$ cat config.mk
export PLATFORM = sky130hd
export DESIGN_NAME = runahead_ctrl
export DESIGN_NICKNAME = d
export VERILOG_FILES = /design/src/rtl/runahead_pkg.sv /design/src/rtl/runahead_ctrl_inv_tracker.sv /design/src/rtl/runahead_ctrl.sv
export SDC_FILE = /design/constraint.sdc
export NUM_CORES = 1
export LEC_CHECK = 0
export BUFFER_PORTS_ARGS = -buffer_cell sky130_fd_sc_hd__buf_2
export CAP_MARGIN = 20
export CORE_AREA = 2 2 163 165
export DETAILED_ROUTE_END_ITERATION = 7
export DIE_AREA = 0 0 165 167
export GPL_TIMING_DRIVEN = 0
export PLACE_DENSITY = 0.52
export SYNTH_ARGS = -nofsm -noshare
export SYNTH_HDL_FRONTEND = slang
export SYNTH_SLANG_ARGS = --single-unit
$ cat constraint.sdc
create_clock -name clk -period 6.58 [get_ports clk]
set_clock_uncertainty 0.05 [all_clocks]
set_input_delay 0.987 -clock clk [delete_from_list [all_inputs] [get_ports clk]]
set_output_delay 0.987 -clock clk [all_outputs]
set_load 0.1 [all_outputs]
$ cat src/rtl/runahead_pkg.sv
// Shared types and widths for the runahead controller.
package runahead_pkg;

  typedef enum logic [1:0] {
    NORMAL,
    ARMED,
    RUNAHEAD,
    EXIT
  } runahead_state_t;

  localparam int CYC_W = 16;
  localparam int CNT_W = 16;

endpackage

$ cat src/rtl/runahead_ctrl_inv_tracker.sv
// Per-register INV bits used while running ahead of a load miss.
module inv_tracker (
  input  logic       clk,
  input  logic       rst,
  input  logic       we,
  input  logic [4:0] waddr,
  input  logic       wdata,
  input  logic       clr,
  input  logic [4:0] rs_addr,
  input  logic [4:0] rt_addr,
  output logic       rs_inv,
  output logic       rt_inv
);

  logic [31:0] inv_q;
  logic [31:0] inv_d;

  always_comb begin
    inv_d = inv_q;
    if (clr) begin
      inv_d = '0;
    end else if (we && waddr != 5'd0) begin
      inv_d[waddr] = wdata;
    end
    inv_d[0] = 1'b0;
  end

  always_ff @(posedge clk or posedge rst) begin
    if (rst) begin
      inv_q <= '0;
    end else begin
      inv_q <= inv_d;
    end
  end

  // Reads see the pre-edge value; a same-cycle write is forwarded elsewhere.
  assign rs_inv = inv_q[rs_addr];
  assign rt_inv = inv_q[rt_addr];

endmodule

$ cat src/rtl/runahead_ctrl.sv
// Runahead controller: checkpoints a missing load, runs ahead with INV
// tracking, then flushes and redirects fetch back to the load.
module runahead_ctrl
  import runahead_pkg::*;
#(
  parameter int ADDR_WIDTH          = 32,
  parameter int ENTRY_THRESHOLD     = 4,
  parameter int MAX_RUNAHEAD_CYCLES = 256
) (
  input  logic                  clk,
  input  logic                  rst,
  input  logic                  i_miss_stall,
  input  logic [ADDR_WIDTH-1:0] i_miss_pc,
  input  logic                  i_miss_uses_rw,
  input  logic [4:0]            i_miss_rw_addr,
  input  logic                  i_mem_done,
  input  logic                  i_wb_uses_rw,
  input  logic [4:0]            i_wb_rw_addr,
  input  logic                  i_wb_inv,
  input  logic                  i_uses_rs,
  input  logic                  i_uses_rt,
  input  logic [4:0]            i_rs_addr,
  input  logic [4:0]            i_rt_addr,
  output logic                  runahead_mode,
  output logic                  runahead_done,
  output logic                  o_load_inv_retire,
  output logic                  o_flush,
  output logic                  o_redirect_valid,
  output logic [ADDR_WIDTH-1:0] o_redirect_pc,
  output logic                  o_rs_inv,
  output logic                  o_rt_inv,
  output logic [15:0]           o_runahead_count
);

  localparam logic [CYC_W-1:0] ENTRY_LAST = CYC_W'(ENTRY_THRESHOLD - 1);
  localparam logic [CYC_W-1:0] TO_LAST    = CYC_W'(MAX_RUNAHEAD_CYCLES - 1);
  localparam logic [CYC_W-1:0] CYC_ONE    = CYC_W'(1);
  localparam logic [CNT_W-1:0] CNT_ONE    = CNT_W'(1);

  runahead_state_t state_q, state_d;
  logic [CYC_W-1:0]      cyc_cnt_q, cyc_cnt_d;
  logic [ADDR_WIDTH-1:0] chk_pc_q, chk_pc_d;
  logic                  chk_uses_q, chk_uses_d;
  logic [4:0]            chk_rw_q, chk_rw_d;
  logic [CNT_W-1:0]      ra_cnt_q, ra_cnt_d;

  logic       enter;
  logic       inv_we;
  logic [4:0] inv_waddr;
  logic       inv_wdata;
  logic       inv_clr;
  logic       rs_inv_raw;
  logic       rt_inv_raw;

  always_comb begin
    state_d    = state_q;
    cyc_cnt_d  = cyc_cnt_q;
    chk_pc_d   = chk_pc_q;
    chk_uses_d = chk_uses_q;
    chk_rw_d   = chk_rw_q;
    ra_cnt_d   = ra_cnt_q;
    enter      = 1'b0;
    inv_we     = 1'b0;
    inv_waddr  = i_wb_rw_addr;
    inv_wdata  = i_wb_inv;
    inv_clr    = 1'b0;

    unique case (state_q)
      NORMAL: begin
        cyc_cnt_d = '0;
        if (i_miss_stall) begin
          chk_pc_d   = i_miss_pc;
          chk_uses_d = i_miss_uses_rw;
          chk_rw_d   = i_miss_rw_addr;
          if (ENTRY_THRESHOLD == 1) begin
            enter = 1'b1;
          end else begin
            state_d   = ARMED;
            cyc_cnt_d = CYC_ONE;
          end
        end
      end
      ARMED: begin
        if (!i_miss_stall || i_mem_done) begin
          state_d   = NORMAL;
          cyc_cnt_d = '0;
        end else if (cyc_cnt_q == ENTRY_LAST) begin
          enter = 1'b1;
        end else begin
          cyc_cnt_d = cyc_cnt_q + CYC_ONE;
        end
      end
      RUNAHEAD: begin
        inv_we    = i_wb_uses_rw;
        cyc_cnt_d = cyc_cnt_q + CYC_ONE;
        if (i_mem_done || cyc_cnt_q == TO_LAST) begin
          state_d   = EXIT;
          cyc_cnt_d = '0;
        end
      end
      EXIT: begin
        inv_clr = 1'b1;
        state_d = NORMAL;
      end
      default: state_d = NORMAL;
    endcase

    // Entry poisons the load's destination using the checkpoint being taken.
    if (enter) begin
      state_d   = RUNAHEAD;
      cyc_cnt_d = '0;
      inv_we    = chk_uses_d;
      inv_waddr = chk_rw_d;
      inv_wdata = 1'b1;
      if (ra_cnt_q != '1) begin
        ra_cnt_d = ra_cnt_q + CNT_ONE;
      end
    end
  end

  always_ff @(posedge clk or posedge rst) begin
    if (rst) begin
      state_q    <= NORMAL;
      cyc_cnt_q  <= '0;
      chk_pc_q   <= '0;
      chk_uses_q <= 1'b0;
      chk_rw_q   <= '0;
      ra_cnt_q   <= '0;
    end else begin
      state_q    <= state_d;
      cyc_cnt_q  <= cyc_cnt_d;
      chk_pc_q   <= chk_pc_d;
      chk_uses_q <= chk_uses_d;
      chk_rw_q   <= chk_rw_d;
      ra_cnt_q   <= ra_cnt_d;
    end
  end

  inv_tracker u_inv (
    .clk     (clk),
    .rst     (rst),
    .we      (inv_we),
    .waddr   (inv_waddr),
    .wdata   (inv_wdata),
    .clr     (inv_clr),
    .rs_addr (i_rs_addr),
    .rt_addr (i_rt_addr),
    .rs_inv  (rs_inv_raw),
    .rt_inv  (rt_inv_raw)
  );

  assign runahead_mode     = (state_q == RUNAHEAD);
  assign runahead_done     = (state_q == EXIT);
  assign o_flush           = (state_q == EXIT);
  assign o_redirect_valid  = (state_q == EXIT);
  assign o_redirect_pc     = (state_q == EXIT) ? chk_pc_q : '0;
  assign o_load_inv_retire = enter;
  assign o_rs_inv          = runahead_mode & i_uses_rs & rs_inv_raw;
  assign o_rt_inv          = runahead_mode & i_uses_rt & rt_inv_raw;
  assign o_runahead_count  = ra_cnt_q;

endmodule

==> metrics.csv <==
stage,metric,value,unit
critical_path,Setup CP Type,in2out,
finish,layout cells sized above 1,0.259,
clock_network,Post-CTS Hold Fix Bufs,0,
routing,vias per std cell,4.83,
finish,FF/Latch Area,2580,um^2
routing,number of nets with antenna violations after routing,0,
critical_path,crit path buf inv count,2,
critical_path,CP max stage delay,0.61,ns
synthesis,most area-consuming cells after synthesis,"dfrtp_1 (40%), mux2_2 (6.7%), mux2i_1 (5.6%)",
finish,multi-input combinational cell area,3540,um^2
synthesis,Yosys cell types,56,
synthesis,most common cell in the netlist,dfrtp_1,
finish,fin util,0.301,
place,I/O Buffers,109,
critical_path,reg2reg path depth,9,
grt,Global Route Usage Sum,0.132,
power_and_ir_drop,Int Pwr,0.00151,W
sta,fmax,250,MHz
sta,Final Worst Setup Slack,2.58,ns
sta,final worst-path cycle share,0.608,
critical_path,Worst path top cell family by delay,buffers and inverters,
synthesis,top_reg_cell synth,dfrtp_1,
power_and_ir_drop,Reg power frac,0.317,
critical_path,crit path max fanout,9,
die,core area,25800,um^2
sta,total negative slack,0,ns
synthesis,Post-synth EDFFs,0,
power_and_ir_drop,Logic pwr share,0.446,
die,die area,27600,um^2
clock_network,CTS Buf Count,9,
place,dpl cells,1092,
routing,Iter 0 DRT Violations,367,
job,Max Cap Viol,0,
critical_path,Critical R2R Capture,u_inv.inv_q[2],
grt,GR Overflow Total,0,
synthesis,Yosys reg bits,103,
critical_path,crit-path cells,"clkbuf_1, mux4_2, or4b_2, nand4_1, a211oi_1, buf_2",
place,post-place setup slack,2.61,ns
worst_hold_path,WHS Path Cells,1,
die,cell row count,59,
synthesis,"Seq/Total Area, Yosys",0.403,
critical_path,CP Depth,6,
finish,Fill cells,2712,
routing,WL final,17800,um
clock_network,Worst-path clk slew,0.07,ns
die,Die Wd,165,um
synthesis,asr flop ratio synth,1.00,
place,routability congestion estimate from global placement,0.851,
synthesis,Post-synth top cells,"dfrtp_1 (103), o21ai_0 (67), clkbuf_1 (43)",
finish,Final #Nets,837,
synthesis,share of the synthesized area in the top cell type,0.403,
clock_network,H-tree levels,3,
power_and_ir_drop,Net Sw Frac,0.442,
synthesis,synthesized net count,716,
critical_path,slowest cell on the critical path,or4b_2,
grt,first-pass GRT wire length,28400,um
sta,Rel. slew slack,0.514,
die,boundary pin count,116,
routing,DRC viols,0,
routing,Avg WL per Cell,16.1,um
finish,Post-Layout Cell Count,1109,
sta,Setup Viol. Count Final,0,
synthesis,syn_area_per_cell,9.87,um^2
place,hpwl dp,13300,um
synthesis,Synthesis Warnings,0,
synthesis,Mapped Area,6390,um^2
routing,Vias,5355,
synthesis,largest area contributor in the netlist,dfrtp_1,
die,DIE HEIGHT,167,um
sta,RSZ-0062 raised after global routing,false,
routing,First-pass DRT Iterations,4,
power_and_ir_drop,sw power,0.00120,W
clock_network,CTS tree,built,
worst_hold_path,Hold Path Origin,chk_pc_q[31],
critical_path,CP required,5.54,ns
critical_path,R2R setup slack,3.57,ns
worst_hold_path,Worst Hold Path EP,chk_pc_q[31],
grt,initial antenna violation count,2,
power_and_ir_drop,Worst IR Drop VDD,264,uV
critical_path,FF-to-FF Start,state_q[0],
clock_network,setup repair bufs after CTS,0,
finish,fin area,7740,um^2
sta,fin crit period,4.00,ns
finish,synth-to-layout area growth,21.2,%
grt,largest net degree at the start of global routing,61,
sta,max-slew violations,0,
die,Initial Utilization,0.248,
critical_path,Worst setup SP type,primary input,
critical_path,Worst setup EP type,output port,
worst_hold_path,min-delay worst type,reg2reg,
clock_network,worst skew pair latency,0.35,ns
sta,Slew @ Worst Pin,0.727,ns
power_and_ir_drop,leakage power,3.12,nW
clock_network,CTS Buffer Depth,2,
grt,vias in the first global route,5189,
place,Post-DP Area,7380,um^2
power_and_ir_drop,power per cell area,350,nW/um^2
sta,endpoints failing hold,0,
clock_network,clock sink count,103,
power_and_ir_drop,Clock Power Share,0.237,
critical_path,WP data arrival,2.96,ns
run_status,status,completed,
clock_network,clock root buffer,clkbuf_16,
synthesis,Gate Count Post-Synth,647,
clock_network,post-CTS resize count,0,
cell type report:
class,count,share of cell area
clock buffers,11,0.0326
clock inverters,5,0.0134
well taps,335,0.0541
repair buffers,110,0.0740
diodes,1,0.000323
multi-input cells,478,0.457
flip-flops and latches,103,0.333
plain buffers,54,0.0296
inverters,12,0.00614
state kept, by name, summed over array words and instances, names as in the netlist:
name / cells
chk_pc_q: 32
state_q: 2
o_runahead_count: 16
u_inv.inv_q: 31
chk_uses_q: 1
chk_rw_q: 5
cyc_cnt_q: 16
placed cells by master (no fill, tap or decap), types with 8 or more instances in the layout:
| cell | netlist | final |
|---|---|---|
| buf_2 | 3 | 112 |
| dfrtp_1 | 103 | 103 |
| o21ai_0 | 67 | 67 |
| clkbuf_1 | 43 | 43 |
| nand2b_1 | 41 | 41 |
| and2_1 | 38 | 38 |
| mux2_2 | 38 | 38 |
| mux2i_1 | 36 | 36 |
| nand4_1 | 35 | 35 |
| nand2_1 | 31 | 31 |
| nor3_1 | 29 | 29 |
| nand3_1 | 25 | 25 |
| mux4_2 | 16 | 16 |
| nor4_1 | 11 | 11 |
| inv_1 | 11 | 10 |
| nor2_1 | 10 | 10 |
| xnor2_1 | 9 | 9 |
| clkbuf_16 | 0 | 9 |
| ha_1 | 8 | 8 |
worst register-to-register path, stage by stage, from the launching register on:
cell	delay, ns
dfrtp_1	0.45
inv_1	0.14
ha_1	0.19
and2_1	0.13
clkbuf_1	0.26
mux2i_1	0.55
clkbuf_1	0.44
nand3_1	0.13
o21ai_0	0.37
mux2i_1	0.23
routing by layer:
metal  vias up  global-route usage  routed length, um
met5         -                   0                 11
met4         2              0.0427                385
met3        21              0.0341                934
met2       131               0.207               8180
met1      2587               0.176               8310
li1       2614                   -                  -
worst max path at each step:
stage                       startpoint  slack, ns               to
after global routing      i_rs_addr[1]       2.50         o_rs_inv
after global placement             rst       1.23  u_inv.inv_q[13]
after floorplan           i_rs_addr[1]       1.52         o_rs_inv
after CTS                 i_rs_addr[1]       2.61         o_rs_inv
after detailed placement  i_rs_addr[1]       2.61         o_rs_inv
final                     i_rs_addr[1]       2.58         o_rs_inv
power groups by stage:
stage / sequential (W) / combinational (W) / clock (W)
6_report: 0.000860 / 0.00121 / 0.000642
5_1_grt: 0.000883 / 0.00130 / 0.000687
3_5_place_dp: 0.000873 / 0.00121 / 0
4_1_cts: 0.000862 / 0.00121 / 0.000667
2_1_floorplan: 0.000862 / 0.000962 / 0
3_3_place_gp: 0.000867 / 0.00120 / 0
kinds of logic after synthesis:
group | share of synthesized area
mux | 0.180
simple gates | 0.239
buf+inv | 0.0429
flops | 0.403
fa+ha+maj | 0.0157
xor+xnor | 0.0192
compound gates | 0.100
stage by stage:
stage / total power (W) / hold WS [ns]
floorplan: 0.00182 / 0.422
global placement: 0.00207 / 0.431
detailed placement: 0.00208 / 0.438
CTS: 0.00274 / 0.455
global route: 0.00287 / 0.468
finish: 0.00271 / 0.447
(Power assumes the default switching activity.)
